[config.mk]
export PLATFORM = sky130hd
export DESIGN_NAME = priority_arbiter
export DESIGN_NICKNAME = d
export VERILOG_FILES = /design/src/rtl/arb_pkg.sv /design/src/rtl/priority_arbiter_rr_pick.sv /design/src/rtl/priority_arbiter.sv
export SDC_FILE = /design/constraint.sdc
export NUM_CORES = 1
export LEC_CHECK = 0
export ABC_AREA = 0
export BUFFER_PORTS_ARGS = -buffer_cell sky130_fd_sc_hd__clkbuf_2
export CAP_MARGIN = 20
export CORE_MARGIN = 2
export CORE_UTILIZATION = 60
export DETAILED_ROUTE_END_ITERATION = 8
export HOLD_SLACK_MARGIN = 0.1
export MAX_ROUTING_LAYER = met4
export PLACE_DENSITY = 0.83
export SYNTH_ARGS = -nofsm -noshare
export SYNTH_HDL_FRONTEND = slang
export SYNTH_SLANG_ARGS = --single-unit
[constraint.sdc]
create_clock -name clk -period 3.24 [get_ports clk]
set_input_delay 0.486 -clock clk [delete_from_list [all_inputs] [get_ports clk]]
set_output_delay 0.486 -clock clk [all_outputs]
set_load 0.005 [all_outputs]
[src/rtl/arb_pkg.sv]
// Shared types, sizes and helpers for the 7-requester priority arbiter.
// Requesters are indexed 1..NREQ; index 0 is reserved to mean "no grant".
package arb_pkg;

  typedef enum logic {
    IDLE = 1'b0,
    BUSY = 1'b1
  } state_t;

  localparam int NREQ = 7;
  localparam int IDW  = 3;
  localparam logic [IDW-1:0] NOGRANT = 3'd0;

  // Highest set index of v, or NOGRANT when v is empty.
  function automatic logic [IDW-1:0] highestIdx(input logic [NREQ:1] v);
    logic [IDW-1:0] idx;
    idx = NOGRANT;
    for (int i = 1; i <= NREQ; i++) begin
      if (v[i]) idx = IDW'(i);
    end
    return idx;
  endfunction

endpackage

[src/rtl/priority_arbiter_rr_pick.sv]
// Combinational winner selection: fixed highest-index priority, or a rotating
// search that starts just below the previous winner and wraps back to 7.
module rr_pick
  import arb_pkg::*;
(
  input  logic [NREQ:1]  eff,
  input  logic [IDW-1:0] last,
  input  logic           rr,
  output logic [IDW-1:0] w
);

  logic [NREQ:1]  w_below;
  logic [NREQ:1]  w_atOrAbove;
  logic [IDW-1:0] w_belowIdx;
  logic [IDW-1:0] w_aboveIdx;
  logic [IDW-1:0] w_fixedIdx;

  // Split requests at the previous winner: indices below it are searched first.
  always_comb begin
    w_below     = '0;
    w_atOrAbove = '0;
    for (int i = 1; i <= NREQ; i++) begin
      if (IDW'(i) < last) w_below[i] = eff[i];
      else                w_atOrAbove[i] = eff[i];
    end
  end

  assign w_belowIdx = highestIdx(w_below);
  assign w_aboveIdx = highestIdx(w_atOrAbove);
  assign w_fixedIdx = highestIdx(eff);

  assign w = !rr ? w_fixedIdx : ((|w_below) ? w_belowIdx : w_aboveIdx);

endmodule

[src/rtl/priority_arbiter.sv]
// Registered 7-way arbiter with optional round-robin rotation and a contended
// hold limit; a revoked owner sits out exactly one following arbitration.
module priority_arbiter
  import arb_pkg::*;
#(
  parameter int RR      = 1,
  parameter int MAXHOLD = 8
) (
  input  logic           clk,
  input  logic           reset,
  input  logic [NREQ:1]  req,
  output logic [NREQ:1]  gnt,
  output logic [IDW-1:0] gnt_id,
  output logic           busy,
  output logic           timeout
);

  localparam int CW = (MAXHOLD < 1) ? 1 : $clog2(MAXHOLD + 1);
  localparam logic HOLD_EN = (MAXHOLD != 0);
  localparam logic RR_EN   = (RR != 0);
  localparam logic [CW-1:0] HOLD_LAST = CW'(MAXHOLD - 1);

  state_t         r_state, w_nextState;
  logic [NREQ:1]  r_gnt, w_nextGnt;
  logic [IDW-1:0] r_gntId, w_nextGntId;
  logic           r_timeout, w_nextTimeout;
  logic [CW-1:0]  r_cnt, w_nextCnt;
  logic [IDW-1:0] r_last, w_nextLast;
  logic [NREQ:1]  r_mask, w_nextMask;

  logic [NREQ:1]  w_eff;
  logic [IDW-1:0] w_win;
  logic           w_ownerReq;
  logic           w_othersWaiting;
  logic           w_holdLimit;

  assign w_eff           = req & ~r_mask;
  assign w_ownerReq      = |(req & r_gnt);
  assign w_othersWaiting = |(req & ~r_gnt);
  assign w_holdLimit     = HOLD_EN && (r_cnt == HOLD_LAST);

  rr_pick u_rrPick (
    .eff  (w_eff),
    .last (r_last),
    .rr   (RR_EN),
    .w    (w_win)
  );

  always_ff @(posedge clk or posedge reset) begin
    if (reset) begin
      r_state   <= IDLE;
      r_gnt     <= '0;
      r_gntId   <= NOGRANT;
      r_timeout <= 1'b0;
      r_cnt     <= '0;
      r_last    <= IDW'(NREQ);
      r_mask    <= '0;
    end else begin
      r_state   <= w_nextState;
      r_gnt     <= w_nextGnt;
      r_gntId   <= w_nextGntId;
      r_timeout <= w_nextTimeout;
      r_cnt     <= w_nextCnt;
      r_last    <= w_nextLast;
      r_mask    <= w_nextMask;
    end
  end

  always_comb begin
    w_nextState   = r_state;
    w_nextGnt     = r_gnt;
    w_nextGntId   = r_gntId;
    w_nextTimeout = 1'b0;
    w_nextCnt     = r_cnt;
    w_nextLast    = r_last;
    w_nextMask    = r_mask;
    case (r_state)
      IDLE: begin
        w_nextMask = '0;
        if (|w_eff) begin
          w_nextGnt        = '0;
          w_nextGnt[w_win] = 1'b1;
          w_nextGntId      = w_win;
          w_nextCnt        = '0;
          w_nextLast       = w_win;
          w_nextState      = BUSY;
        end
      end
      BUSY: begin
        if (!w_ownerReq) begin
          w_nextGnt   = '0;
          w_nextGntId = NOGRANT;
          w_nextState = IDLE;
        end else if (w_othersWaiting && w_holdLimit) begin
          // Mask the revoked owner so the waiting requester actually gets in.
          w_nextGnt     = '0;
          w_nextGntId   = NOGRANT;
          w_nextState   = IDLE;
          w_nextTimeout = 1'b1;
          w_nextMask    = r_gnt;
        end else if (w_othersWaiting && HOLD_EN) begin
          w_nextCnt = r_cnt + 1'b1;
        end
      end
      default: begin
        w_nextState = IDLE;
      end
    endcase
  end

  assign gnt     = r_gnt;
  assign gnt_id  = r_gntId;
  assign busy    = (r_state == BUSY);
  assign timeout = r_timeout;

endmodule

## After elaboration in Yosys (flattened, before gate mapping)

Index checks and enable logic that the tools add are counted.

| cells by class | value |
|---|---|
| $lt $le $gt $ge | 9 |
| $add $sub $neg | 1 |
| bitwise gates (word level) | 6 |
| reductions and logical operators | 10 |
| eq/ne operators | 7 |
| muxes and demuxes | 54 |

Operators by type and width:

| cell | count |
|---|---|
| 2-to-1 mux 3 bit | 12 |
| 2-to-1 mux 7 bit | 5 |
| one-hot mux 7 bit (2 select lines) | 2 |
| OR reduction 7 bit | 4 |
| 2-to-1 mux 1 bit | 23 |
| bitwise AND 7 bit | 3 |
| 2-to-1 mux 4 bit | 4 |
| NOT 7 bit | 2 |
| < comparator 3 bit (first input constant) | 4 |
| 2-to-1 mux 2 bit | 4 |
| one-hot mux 4 bit (2 select lines) | 1 |
| < comparator 2 x 3 -> 1 bit (first input constant) | 2 |
| != test 2 x 1 -> 1 bit (second input constant) | 3 |
| one-hot mux 3 bit (2 select lines) | 1 |
| AND reduction 2 bit | 3 |
| adder 4 x 1 -> 4 bit (second input constant) | 1 |
| equality test 4 x 3 -> 1 bit (second input constant) | 1 |
| < comparator 3 x 4 -> 1 bit (second input constant) | 1 |
| != test 2 bit (second input constant) | 2 |
| AND reduction 4 bit | 1 |
| demux 1 bit (select 3 bit) | 1 |
| greater-or-equal comparator 3 x 1 -> 1 bit (second input constant) | 1 |
| < comparator 1 x 3 -> 1 bit (first input constant) | 1 |
| != test 3 x 2 -> 1 bit (second input constant) | 1 |
| other kinds (3) | 4 |

| word-level totals | value |
|---|---|
| output and inout port bits | 12 |
| bits in registers | 26 |
| input port bits | 9 |
| logic and storage cells | 94 |

## Logic depth before layout (Yosys ltp)

| depth | value |
|---|---|
| depth in word-level cells | 17 |
| depth in mapped cells | 7 |
| mapped depth without buffers | 7 |

## Cells and area by module

A second synthesis with hierarchy kept.

| second synthesis, totals | value |
|---|---|
| cell total of the unflattened synthesis | 183 |
| area total of the unflattened synthesis | 1720.4 µm² |

By module, submodules not included:

| module | instances | area an instance (µm²) | cells an instance | sequential area each (µm²) |
|---|---|---|---|---|
| priority_arbiter | 1 | 1393.8 | 129 | 654.4 |
| rr_pick | 1 | 326.6 | 54 | 0.0 |

## Worst setup path before layout

Ideal clock, no wire load.

| path | value |
|---|---|
| path kind | input-to-reg |
| from | input port req[2] (netlist bit) |
| to | register r_gnt (netlist bit gnt[2]) |
| slack | 1.275 ns |
| setup time | 0.122 ns |
| path buffers | 1 |
| arrival time | 1.843 ns |
| stages | 7 |
| data required time | 3.118 ns |
| cell sequence | nor2b_1 -> buf_6 -> o32a_1 -> o311a_1 -> o21ai_2 -> nand3_2 -> a32o_1 |

| between the ends | value |
|---|---|
| longest elaborated chain between the ends | 15 |
| elaborated cells on any way between the ends | 34 |
| those cells by class | 2 x order compare; 2 x eq/ne; 20 x mux; 3 x bitwise; 7 x reduce/logical |

RTL lines:

| element | line | source |
|---|---|---|
| from (decl) | priority_arbiter.sv:11 | `input logic [NREQ:1] req,` |
| bitwise AND 7 bit | priority_arbiter.sv:37 | `assign w_eff = req & ~r_mask;` |
| 2-to-1 mux 1 bit | priority_arbiter_rr_pick.sv:23 | `if (IDW'(i) < last) w_below[i] = eff[i];` |
| 2-to-1 mux 2 bit (2 in series) | arb_pkg.sv:19 | `if (v[i]) idx = IDW'(i);` |
| 2-to-1 mux 3 bit (4 in series) | arb_pkg.sv:19 |  |
| 2-to-1 mux 3 bit | priority_arbiter_rr_pick.sv:32 | `assign w = !rr ? w_fixedIdx : ((\|w_below) ? w_belowIdx : w_aboveIdx);` |
| < comparator 3 x 4 -> 1 bit (not written as such) or greater-or-equal comparator 3 x 1 -> 1 bit (tied branches) | priority_arbiter.sv:82 | `w_nextGnt[w_win] = 1'b1;` |
| logical AND 1 bit (not written as such) | priority_arbiter.sv:82 |  |
| 2-to-1 mux 1 bit (not written as such) | priority_arbiter.sv:82 |  |
| demux 1 bit (select 3 bit) | priority_arbiter.sv:82 |  |
| 2-to-1 mux 7 bit | priority_arbiter.sv:80 | `if (\|w_eff) begin` |
| one-hot mux 7 bit (2 select lines) | priority_arbiter.sv:77 | `case (r_state)` |
| to (signal assigned) | priority_arbiter.sv:60 | `r_gnt <= w_nextGnt;` |
| to (decl) | priority_arbiter.sv:24 | `logic [NREQ:1] r_gnt, w_nextGnt;` |

Several ways; a longest one is shown, not always the timed one. The select of a mux whose other input is x is not followed.
A chain may end at the register's enable or synchronous reset.

## Worst setup path in the final report

| path | value |
|---|---|
| from | register r_gnt (netlist bit gnt[2]) |
| to | register r_mask[7] (netlist bit) |

| between the ends | value |
|---|---|
| longest elaborated chain between the ends | 6 |
| elaborated cells on any way between the ends | 9 |
| those cells by class | 2 x eq/ne; 3 x bitwise; 4 x reduce/logical |

RTL lines:

| element | line | source |
|---|---|---|
| NOT 7 bit | priority_arbiter.sv:39 | `assign w_othersWaiting = \|(req & ~r_gnt);` |
| bitwise AND 7 bit | priority_arbiter.sv:39 |  |
| OR reduction 7 bit | priority_arbiter.sv:39 |  |
| logical AND 1 bit | priority_arbiter.sv:94 | `end else if (w_othersWaiting && w_holdLimit) begin` |
| != test 2 x 1 -> 1 bit (no source line) | n/a |  |
| AND reduction 2 bit (no source line) * | n/a |  |
| to (signal assigned) | priority_arbiter.sv:65 | `r_mask <= w_nextMask;` |
| to (decl) | priority_arbiter.sv:29 | `logic [NREQ:1] r_mask, w_nextMask;` |

Mark *: on every way between the ends. The rest lies on a longest branch, timed or not.

==> metrics.txt <==
total number of vias=1300; ys flop type=dfrtp_1; clock slew at reported path FFs=0.14 ns; Layout Area Growth over Synthesis=10.4%; final hold slack=0.333 ns; Post-Syn Area per Cell=9.55 um2; placed wire-length estimate=2.63 mm; post-CTS setup repair buffer count=0; worst vdd ir=0.677 mV; clk_skew=0.00155 ns; Starting DRT DRC Count=73; final core occ=70.8%; EDFF count, synth=0; # H-tree levels=1; critical path class=reg -> reg; Core ar.=2230 um2; final setup violation count=0; residual DRC count=0; crit path DAT=2.41 ns; num rows=17; Synth top cells by count=dfrtp_1 (23), nand2_1 (19), nor2_1 (9), nor2b_1 (9); Mapped Cells=150; Seq/Total Area, Yosys=45.7%; Slew @ Worst Pin=0.945 ns; diode count=0; nets=181; Hold-fix buffers, CTS=0; starting density of the core=64.1%; Final Hold Viols=0; Post-Synthesis Cell Area=1430 um2; CP required=3.51 ns; max-slew violation count=0; leak pwr=0.727 nW; WL/cell=17.4 um; yosys warns=0; count leader, synth=dfrtp_1; Die Span Y=52.9 um; period utilization=66.1%; first-pass GRT wire length=5.76 mm; asr flop ratio synth=100%; CTS tree=done; DRT Pass-1 Iters=4; synth unique cells=43; number of global-route vias before repair=1210; Die Width=52.9 um; Via density=6.57; Final GP Congestion=0.922; Root Buffer=clkbuf_4; Routed Antenna Nets=0; CTS Buffer Depth=2; max cap viols=0; Yosys top cell by area=dfrtp_1; initial antenna violation count=0; Post-Syn Nets=160; crit-path max FO=7; Critical Path Start Type=register; HP Class=in -> async; share of layout cells above drive strength 1=22.4%; CTS buffer count=3; post-synth top area share=40.2%; Cell Pwr Density=854 nW/um2; io pins=21; synth top area cells=dfrtp_1 (40%), dfstp_2 (5.5%), nand2_1 (5.0%); CTS-repair resized insts=0; flops & latches, synth=26; run status=complete, no violations; GRT overflow=0; layout filler cell count=180; Rel. slew slack=36.9%; setup TNS=0 ns; maximum clock frequency=467 MHz; RSZ-0062 raised after global routing=false; Worst Setup End Kind=register; full die area=2790 um2; total wire length=3.45 mm; Sinks on Clock Net=26; Tmin final=2.14 ns; IO buf count=20; largest net degree at the start of global routing=27; GRT Total Usage=29.5%; clk_lat worst skew=0.32 ns
[power breakdown]
group | leakage [nW] | internal, mW | switching (mW) | total (mW)
Clock | 0.0210 | 0.0688 | 0.0960 | 0.165
Sequential | 0.344 | 0.429 | 0.132 | 0.561
Combinational | 0.362 | 0.241 | 0.384 | 0.625
[kinds of logic (layout without fill, tap and decap cells)]
group | count (synthesis) | count (layout) | synth area share [%]
flip-flops | 26 | 26 | 45.7
multiplexers | 1 | 1 | 0.786
XOR/XNOR | 2 | 2 | 1.22
adder cells (fa/ha/maj) | 1 | 1 | 0.873
AO/OA/AOI/OAI | 50 | 50 | 27.2
AND/OR/NAND/NOR | 60 | 60 | 21.1
buffers and inverters | 10 | 30 | 3.14
[per-layer routing]
layer	wire length [um]	share of wire (%)	track usage (%)	vias to the layer above
met1	1420	41	40.7	632
met4	31	0.90	8.97	0
met3	273	7.9	5.08	5
met2	1720	50	45.0	63
li1	-	-	-	600
met5	0	0	-	-
[cell usage in the layout, fill, tap and decap left out, types with 6 or more instances in the layout]
cell	count
a21oi_1	7
a22o_1	8
clkbuf_2	20
dfrtp_1	23
inv_1	6
nand2_1	19
nand3_1	6
nor2_1	9
nor2b_1	9
o21ai_0	8
[layout make-up]
class	count	area [um2]	share of cell area [%]
multi-input combinational	114	733	46.4
timing repair buffer	20	100	6.33
sequential	26	654	41.4
tap	28	35.0	2.22
inverter	6	22.5	1.42
clock buffer	4	36.3	2.29
[flip-flops by register name (all words and copies together) (netlist names)]
register and count:
r_cnt 4, timeout 1, gnt_id 3, r_last 3
r_mask 7, busy 1, gnt 7
[through the flow]
step | setup WS [ns] | instance area (um2) | power (mW) | std cells
2_1_floorplan | 1.28 | 1430 | 0.971 | 150
3_3_place_gp | 0.976 | 1550 | 1.16 | 194
3_5_place_dp | 0.943 | 1550 | 1.17 | 194
4_1_cts | 1.16 | 1580 | 1.33 | 198
5_1_grt | 0.955 | 1580 | 1.45 | 198
6_report | 1.10 | 1580 | 1.35 | 198
[critical path, cell delays in order (launching register included)]
cell and delay, ns:
dfrtp_1 0.46, inv_1 0.07, a2111oi_2 0.55, a21oi_1 0.24, a21oi_1 0.53, a22o_1 0.24
[path summary, 6_finish.rpt]
kind | start | end | slack [ns] | cells after the start
setup / recovery | gnt[2] | r_mask[7] | 1.10 | 5
hold / removal | reset | r_mask[7] | 0.33 | 2
setup reg to reg | gnt[2] | r_mask[7] | 1.10 | 5
hold reg to reg | gnt_id[0] | gnt_id[0] | 0.51 | 2
max in group asynchronous | reset | timeout | 2.34 | 2
min in group clk | gnt_id[0] | gnt_id[0] | 0.51 | 2
No activity file was read; power rests on OpenSTA's default activity.
